--- config.mk ---
export PLATFORM = sky130hd
export DESIGN_NAME = uart_tx_flat
export DESIGN_NICKNAME = d
export VERILOG_FILES = /design/src/rtl/uart_pkg.sv /design/src/rtl/uart_tx_if.sv /design/src/rtl/uart_baud_tick.sv /design/src/rtl/uart_tx.sv /design/src/flat_wrapper.sv
export SDC_FILE = /design/constraint.sdc
export NUM_CORES = 1
export LEC_CHECK = 0
export ABC_AREA = 1
export CAP_MARGIN = 5
export CORE_ASPECT_RATIO = 0.9
export CORE_UTILIZATION = 51
export CTS_CLUSTER_DIAMETER = 120
export CTS_CLUSTER_SIZE = 25
export DETAILED_ROUTE_END_ITERATION = 12
export MAX_ROUTING_LAYER = met4
export PLACE_DENSITY = 0.75
export RECOVER_POWER = 50
export SLEW_MARGIN = 20
export SYNTH_ARGS = -nofsm -noshare
export SYNTH_HDL_FRONTEND = slang
export SYNTH_SLANG_ARGS = --single-unit
--- constraint.sdc ---
create_clock -name clock -period 1.6 [get_ports clock]
set_clock_uncertainty 0.15 [all_clocks]
set_input_delay 0.24 -clock clock [delete_from_list [all_inputs] [get_ports clock]]
set_output_delay 0.24 -clock clock [all_outputs]
set_load 0.02 [all_outputs]
--- src/rtl/uart_pkg.sv ---
// Shared UART definitions: FSM state codes, default baud divisor and line idle level.
package uart_pkg;

  localparam logic [2:0] ST_IDLE   = 3'd0;
  localparam logic [2:0] ST_START  = 3'd1;
  localparam logic [2:0] ST_DATA   = 3'd2;
  localparam logic [2:0] ST_PARITY = 3'd3;
  localparam logic [2:0] ST_STOP   = 3'd4;

  localparam int unsigned DEFAULT_CLKS_PER_BIT = 868;

  localparam logic IDLE_LEVEL = 1'b1;

endpackage

--- src/rtl/uart_tx_if.sv ---
// Parallel byte handshake into the UART transmitter.
interface uart_tx_if #(
  parameter int unsigned DATA_BITS = 8
);

  logic [DATA_BITS-1:0] tx_data;
  logic                 tx_valid;
  logic                 tx_ready;

  modport master (output tx_data, output tx_valid, input tx_ready);
  modport slave  (input tx_data, input tx_valid, output tx_ready);

endinterface

--- src/rtl/uart_baud_tick.sv ---
// Bit-period counter: reloads CLKS_PER_BIT-1 on restart or at zero; tick marks the zero cycle.
module uart_baud_tick
  import uart_pkg::*;
#(
  parameter int unsigned CLKS_PER_BIT = DEFAULT_CLKS_PER_BIT
) (
  input  logic clock,
  input  logic reset,
  input  logic restart,
  output logic tick
);

  localparam int unsigned CNT_W = $clog2(CLKS_PER_BIT);
  localparam logic [CNT_W-1:0] RELOAD = CNT_W'(CLKS_PER_BIT - 1);

  logic [CNT_W-1:0] count;

  always_ff @(posedge clock) begin
    if (reset) begin
      count <= '0;
    end else if (restart || (count == '0)) begin
      count <= RELOAD;
    end else begin
      count <= count - CNT_W'(1);
    end
  end

  assign tick = (count == '0);

endmodule

--- src/rtl/uart_tx.sv ---
// UART transmitter: accepts a word over valid/ready and shifts it out LSB-first
// with optional parity and one or two stop bits.
module uart_tx
  import uart_pkg::*;
#(
  parameter int unsigned CLKS_PER_BIT = DEFAULT_CLKS_PER_BIT,
  parameter int unsigned DATA_BITS    = 8,
  parameter int unsigned PARITY_EN    = 0,
  parameter int unsigned PARITY_ODD   = 0,
  parameter int unsigned STOP_BITS    = 1
) (
  input  logic      clock,
  input  logic      reset,
  uart_tx_if.slave  bus,
  output logic      tx,
  output logic      busy,
  output logic      tx_done
);

  localparam int unsigned IDX_W = $clog2(DATA_BITS);
  localparam logic [IDX_W-1:0] LAST_DATA = IDX_W'(DATA_BITS - 1);
  localparam logic [IDX_W-1:0] LAST_STOP = IDX_W'(STOP_BITS - 1);

  logic [2:0]           state;
  logic [IDX_W-1:0]     bit_idx;
  logic [DATA_BITS-1:0] shreg;
  logic                 parity_bit;
  logic                 ready_q;
  logic                 accept;
  logic                 tick;

  assign bus.tx_ready = ready_q;
  assign accept       = bus.tx_valid && ready_q;

  uart_baud_tick #(
    .CLKS_PER_BIT(CLKS_PER_BIT)
  ) u_baud (
    .clock  (clock),
    .reset  (reset),
    .restart(accept),
    .tick   (tick)
  );

  always_ff @(posedge clock) begin
    if (reset) begin
      state      <= ST_IDLE;
      bit_idx    <= '0;
      shreg      <= '0;
      parity_bit <= 1'b0;
      tx         <= IDLE_LEVEL;
      ready_q    <= 1'b0;
      busy       <= 1'b0;
      tx_done    <= 1'b0;
    end else begin
      tx_done <= 1'b0;
      case (state)
        ST_IDLE: begin
          tx   <= IDLE_LEVEL;
          busy <= 1'b0;
          if (accept) begin
            shreg      <= bus.tx_data;
            parity_bit <= (^bus.tx_data) ^ PARITY_ODD[0];
            tx         <= ~IDLE_LEVEL;
            ready_q    <= 1'b0;
            busy       <= 1'b1;
            bit_idx    <= '0;
            state      <= ST_START;
          end else begin
            ready_q <= 1'b1;
          end
        end
        // The shift register always presents the next bit at [0]; bit_idx only counts.
        ST_START: begin
          if (tick) begin
            tx      <= shreg[0];
            shreg   <= shreg >> 1;
            bit_idx <= '0;
            state   <= ST_DATA;
          end
        end
        ST_DATA: begin
          if (tick) begin
            if (bit_idx == LAST_DATA) begin
              bit_idx <= '0;
              if (PARITY_EN != 0) begin
                tx    <= parity_bit;
                state <= ST_PARITY;
              end else begin
                tx    <= IDLE_LEVEL;
                state <= ST_STOP;
              end
            end else begin
              tx      <= shreg[0];
              shreg   <= shreg >> 1;
              bit_idx <= bit_idx + IDX_W'(1);
            end
          end
        end
        ST_PARITY: begin
          if (tick) begin
            tx      <= IDLE_LEVEL;
            bit_idx <= '0;
            state   <= ST_STOP;
          end
        end
        ST_STOP: begin
          if (tick) begin
            if (bit_idx == LAST_STOP) begin
              state   <= ST_IDLE;
              tx_done <= 1'b1;
              busy    <= 1'b0;
              ready_q <= 1'b1;
              bit_idx <= '0;
            end else begin
              bit_idx <= bit_idx + IDX_W'(1);
            end
          end
        end
        default: begin
          state   <= ST_IDLE;
          tx      <= IDLE_LEVEL;
          busy    <= 1'b0;
          ready_q <= 1'b0;
          bit_idx <= '0;
        end
      endcase
    end
  end

endmodule

--- src/flat_wrapper.sv ---
// flat-port wrapper written by rule: the top's interface ports become plain ports
module uart_tx_flat import uart_pkg::*;
#(
  parameter int unsigned CLKS_PER_BIT = DEFAULT_CLKS_PER_BIT,
  parameter int unsigned DATA_BITS    = 8,
  parameter int unsigned PARITY_EN    = 0,
  parameter int unsigned PARITY_ODD   = 0,
  parameter int unsigned STOP_BITS    = 1
)
  (clock, reset, tx, busy, tx_done, bus_tx_data, bus_tx_valid, bus_tx_ready);
  uart_tx_if #(.DATA_BITS(DATA_BITS)) bus_i ();
  input  logic clock;
  input  logic reset;
  output logic tx;
  output logic busy;
  output logic tx_done;
  input wire logic [$bits(bus_i.tx_data)-1:0] bus_tx_data;
  input wire logic [$bits(bus_i.tx_valid)-1:0] bus_tx_valid;
  output wire logic [$bits(bus_i.tx_ready)-1:0] bus_tx_ready;
  assign bus_i.tx_data = bus_tx_data;
  assign bus_i.tx_valid = bus_tx_valid;
  assign bus_tx_ready = bus_i.tx_ready;
  uart_tx #(.CLKS_PER_BIT(CLKS_PER_BIT), .DATA_BITS(DATA_BITS), .PARITY_EN(PARITY_EN), .PARITY_ODD(PARITY_ODD), .STOP_BITS(STOP_BITS)) u_core (.clock(clock), .reset(reset), .bus(bus_i), .tx(tx), .busy(busy), .tx_done(tx_done));
endmodule
======== Yosys cells after proc, flatten, opt, wreduce, memory -nomap -nowiden ========
Index checks and enable logic that the tools add are counted.
word-level totals
  bits in latches ......................... 0
  memories kept ........................... 0
  word-level logic and storage cells ...... 78
  bits in read-only memories .............. 0
  memory bits (writable) .................. 0
  flip-flop bits (word level) ............. 28
cells by class
  equality and inequality tests ........... 14
  shift operators ......................... 0
  magnitude comparators ................... 0
  reduce and logical (&&, ||, !) cells .... 15
  muxes and demuxes ....................... 35
  multiply operators ...................... 0
  divide/modulo/power cells ............... 0
  bitwise logic cells ..................... 3
  $add $sub $neg .......................... 2
operators by type and width
  kind                                                  number
  2-to-1 mux 3 bit                                      13
  2-to-1 mux 8 bit                                      4
  one-hot mux 8 bit (3 select lines)                    1
  one-hot mux 3 bit (5 select lines)                    1
  != test 2 x 1 -> 1 bit (second input constant)        7
  one-hot mux 3 bit (4 select lines)                    1
  2-to-1 mux 1 bit                                      11
  logical NOT 10 bit                                    1
  2-to-1 mux 10 bit                                     1
  subtractor 10 x 1 -> 10 bit (second input constant)   1
  AND reduction 4 bit                                   2
  AND reduction 7 bit                                   1
  equality test 3 x 2 -> 1 bit (second input constant)  2
  equality test 3 bit (second input constant)           2
  logical NOT 3 bit                                     2
  one-hot mux 1 bit (3 select lines)                    2
  OR reduction 3 bit                                    2
  one-hot mux 1 bit (5 select lines)                    1
  AND reduction 5 bit                                   1
  != test 2 bit (second input constant)                 2
  OR reduction 2 bit                                    2
  adder 3 x 1 -> 3 bit (second input constant)          1
  equality test 3 x 1 -> 1 bit (second input constant)  1
  inverter 1 bit                                        3
  4 further kinds                                       4

======== Depth between registers and ports, before layout ========
  depth in word-level cells ............... 4
  gate-level depth with buffers ........... 11
  depth with buffers taken out ............ 11

======== Hierarchy ========
From an unflattened synthesis, not the netlist that was laid out.
unflattened totals
  cell total of the unflattened synthesis .. 234
  area, all modules ....................... 1,581.5 µm²
by module, submodules not included
  module          instances  cells an instance  area each (µm²)  sequential area each (µm²)
  uart_tx         1          157                999.7            360.3
  uart_baud_tick  1          77                 581.8            200.2

======== Worst setup path after synthesis ========
OpenSTA, ideal clock, no wires.
  path type ............................... flip-flop to flip-flop
  from .................................... register u_core.u_baud.count[0]
  to ...................................... register u_core.shreg[0]
  path buffers ............................ 1
  required time ........................... 1,386 ps
  cell stages (with the launch flop) ...... 12
  period minus slack after synthesis ...... 1,607 ps
  arrival ................................. 1,393 ps
  slack ................................... -7 ps
  setup time .............................. 64 ps
  path through ............................ dfxtp_1 inv_1 ha_1 nand2_2 nor2_4 nand3_2 buf_6 nand2_2 nand2_2 nor2_8 nor2_2 nor2_1
on the way
  word-level cells in the longest chain between the ends .. 3
  elaborated cells on any way between the ends .. 4
ends and longest elaborated chain
  item                                     RTL line              source
  start: declaration                       uart_baud_tick.sv:16  logic [CNT_W-1:0] count;
  start signal: assignment                 uart_baud_tick.sv:24  count <= count - CNT_W'(1);
  logical NOT 10 bit *                     uart_baud_tick.sv:28  assign tick = (count == '0);
  != test 2 x 1 -> 1 bit (no source line)  n/a
  AND reduction 5 bit (no source line) *   n/a
  end signal: assignment                   uart_tx.sv:61         shreg <= bus.tx_data;
  end signal: assignment                   uart_tx.sv:76         shreg <= shreg >> 1;
  end signal: assignment                   uart_tx.sv:94         shreg <= shreg >> 1;
  end: declaration                         uart_tx.sv:26         logic [DATA_BITS-1:0] shreg;
Mark *: on every way between the ends. The rest lies on a longest branch, timed or not.
A chain may end at the register's enable or synchronous reset.

======== Worst setup path after layout ========
  from .................................... register u_core.u_baud.count[1]
  to ...................................... register u_core.shreg[1]
Same word-level chain as after synthesis.

==> qor.csv <==
metric,value,unit
Combinational Power Share,0.679,
placed cell count,304,
FILL cells,243,
status,"complete, but fails checks",
Syn. warnings,0,
Post-Synthesis Cells,241,
Final min period,1.72,ns
largest area contributor in the netlist,dfxtp_1,
Mapped Nets,256,
ys async rst share,0,
total track usage,0.217,
post-DR wirelength/cell,11.3,µm
Sw Pwr,2.28,mW
Critical Path End Type,flip-flop,
DRC viols,0,
fin. max-slew vios,0,
Critical Path Source Type,flip-flop,
CTS sink cnt,28,
Die Y,56.0,µm
Max Cap Violations,0,
CP arrival,1.82,ns
Yosys reg bits,28,
total die area,3470,µm²
most frequent cell after synthesis,nand2_1,
"Seq/Total Area, Yosys",0.339,
Final Hold Violating Endpoints,0,
CTS tree,done,
layout cells sized above 1,0.355,
worst-skew pair later-pin latency,0.34,ns
static leakage,1.02,nW
R2R Path Start,u_core.u_baud.count[1]$_SDFF_PP0_,
total wire length,3550,µm
Yosys top cell area share,0.339,
Internal Power,2.34,mW
Area contributors post-synth,"dfxtp_1 (34%), nand2_1 (15%), nor2_1 (6.6%), nand3_1 (6.4%), inv_1 (4.8%)",
R2R Setup Slk,-0.12,ns
starting density of the core,0.539,
f_max,582,MHz
number of global-route vias before repair,1363,
Chip Width,62.0,µm
worst slew pin tran,0.367,ns
pwr dens,2140,nW/µm²
Unique masters post-synth,32,
final worst path period share,1.07,
final antenna-violating net count,0,
initial drt markers,77,
sequential share of power,0.244,
Reg2Reg Depth,10,
CP endpoint,u_core.shreg[1]$_SDFFE_PP0P_,
hold depth,2,
worst-case clock buffer depth,2,
final setup margin,-0.118,ns
# setup viols final,9,
Placement Setup Slack,-0.257,ns
Via-to-Cell Ratio,4.83,
I/O Pins,15,
critical path launch point,u_core.u_baud.count[1]$_SDFF_PP0_,
clk slew on worst S/H paths,0.16,ns
n_diodes,0,
first-pass GRT wire length,5550,µm
"EDFF count, synth",0,
RSZ-0062 raised after global routing,yes,
pin count of the biggest net entering global routing,18,
CP Class,reg -> reg,
share of total power in the clock network,0.077,
P&R area growth vs syn,30.8,%
gpl congestion,0.919,
Post-synth top cells,"nand2_1 (68), nor2_1 (29), dfxtp_1 (28), inv_1 (21), nand3_1 (21)",
Layout Nets,289,
Congestion Overflow GR,0,
total CTS buffers,3,
violated checks,negative setup slack,
Hold Crit Class,reg -> reg,
dominant synthesized flop cell,dfxtp_1,
required time worst endpoint,1.70,ns
row count,19,
"critical path fanouts, max",8,
Core Area,3070,µm²
hpwl dp,2340,µm
reg2reg end,u_core.shreg[1]$_SDFFE_PP0P_,
DR pass1 iterations,4,
Syn Area/Cell,6.85,µm²
Root Driver,clkbuf_4,
Finished Layout Cells,315,
maximum vdd drop,0.953,mV
switching share of power,0.494,
PortBufs,14,
Slew headroom,0.754,
via count,1521,
Post-Syn Area,1650,µm²
H-tree depth,1,
initial antenna violation count,0,
==> registers in the layout (all words and copies together) (netlist names) <==
register,cells
u_core.bit_idx,3
u_core.bus.tx_ready,1
u_core.busy,1
u_core.shreg,8
u_core.state,3
u_core.tx,1
u_core.tx_done,1
u_core.u_baud.count,10
==> cell usage in the layout, fill, tap and decap left out, types with 3 or more instances in the layout <==
cell type,count
nand2_1,60
nor2_1,28
dfxtp_1,23
inv_2,17
inv_1,16
nand3_1,16
buf_4,12
nand2_2,11
nor2_2,10
clkdlybuf4s50_1,10
a21oi_1,7
nand2_4,6
nor2_4,5
nand3_2,5
dfxtp_2,5
dlygate4sd2_1,4
clkbuf_4,3
buf_6,3
==> per-layer routing <==
layer,GRT usage,up-vias,part of all wire
met2,0.328,29,0.50
met3,0.0488,2,0.032
met4,0.0635,0,0.0048
met1,0.288,685,0.46
met5,-,-,0
li1,-,805,-
==> through the flow <==
step	hold slack, ns	setup TNS [ns]	cell area [µm²]	util	power (mW)
floorplan	0.294	0	1650	-	3.20
global placement	0.300	-2.42	1910	0.623	3.73
detailed placement	0.311	-2.81	1910	0.623	3.78
CTS	0.330	-0.660	2010	0.657	4.31
global route	0.361	-2.42	2160	0.704	5.06
finish	0.329	-0.810	2160	0.704	4.62
==> critical path: stages (launching register included) <==
cell	delay [ns]
dfxtp_2	0.35
inv_2	0.06
ha_4	0.15
nand2_4	0.05
nor2_4	0.11
nand3_4	0.11
buf_6	0.14
a21oi_4	0.28
nand3_1	0.11
nand2_1	0.08
nor2_1	0.03
==> worst min-delay path by stage <==
| stage | from | end | slack [ns] |
|---|---|---|---|
| after floorplan | u_core.u_baud.count[9]$_SDFF_PP0_ | u_core.u_baud.count[9]$_SDFF_PP0_ | 0.29 |
| after global routing | u_core.u_baud.count[9]$_SDFF_PP0_ | u_core.u_baud.count[9]$_SDFF_PP0_ | 0.36 |
| final | u_core.u_baud.count[9]$_SDFF_PP0_ | u_core.u_baud.count[9]$_SDFF_PP0_ | 0.33 |
| after detailed placement | u_core.busy$_SDFFE_PP0P_ | u_core.busy$_SDFFE_PP0P_ | 0.31 |
| after global placement | u_core.busy$_SDFFE_PP0P_ | u_core.busy$_SDFFE_PP0P_ | 0.30 |
| after CTS | u_core.busy$_SDFFE_PP0P_ | u_core.busy$_SDFFE_PP0P_ | 0.33 |
==> power by group through the flow <==
stage / Sequential [mW] / Clock, mW / Combinational [mW]
global placement: 1.13 / 0 / 2.61
CTS: 1.11 / 0.371 / 2.82
detailed placement: 1.13 / 0 / 2.65
floorplan: 1.13 / 0 / 2.07
finish: 1.13 / 0.354 / 3.14
global route: 1.16 / 0.395 / 3.51
==> cell type report <==
class,count,area (µm²),share of cell area
clock buffers,4,36.3,0.0168
inverters,35,134,0.0620
multi-input cells,175,1070,0.496
flip-flops and latches,28,567,0.262
well taps,42,52.6,0.0243
repair buffers,31,299,0.138
==> logic make-up after synthesis <==
logic type / synth area share
AO/OA/AOI/OAI: 0.0705
XOR/XNOR: 0.0106
adder cells (fa/ha/maj): 0.0303
buffers and inverters: 0.0917
flip-flops: 0.339
AND/OR/NAND/NOR: 0.458
==> repair_timing <==
action                     in CTS  in global routing
gates resized for setup        20                 29
buffers inserted                2                  6
hold buffers                    0                  0
setup endpoints to repair      27                 26
pin swaps                       9                 19
gates cloned                    0                  0
No activity file was read; power rests on OpenSTA's default activity.
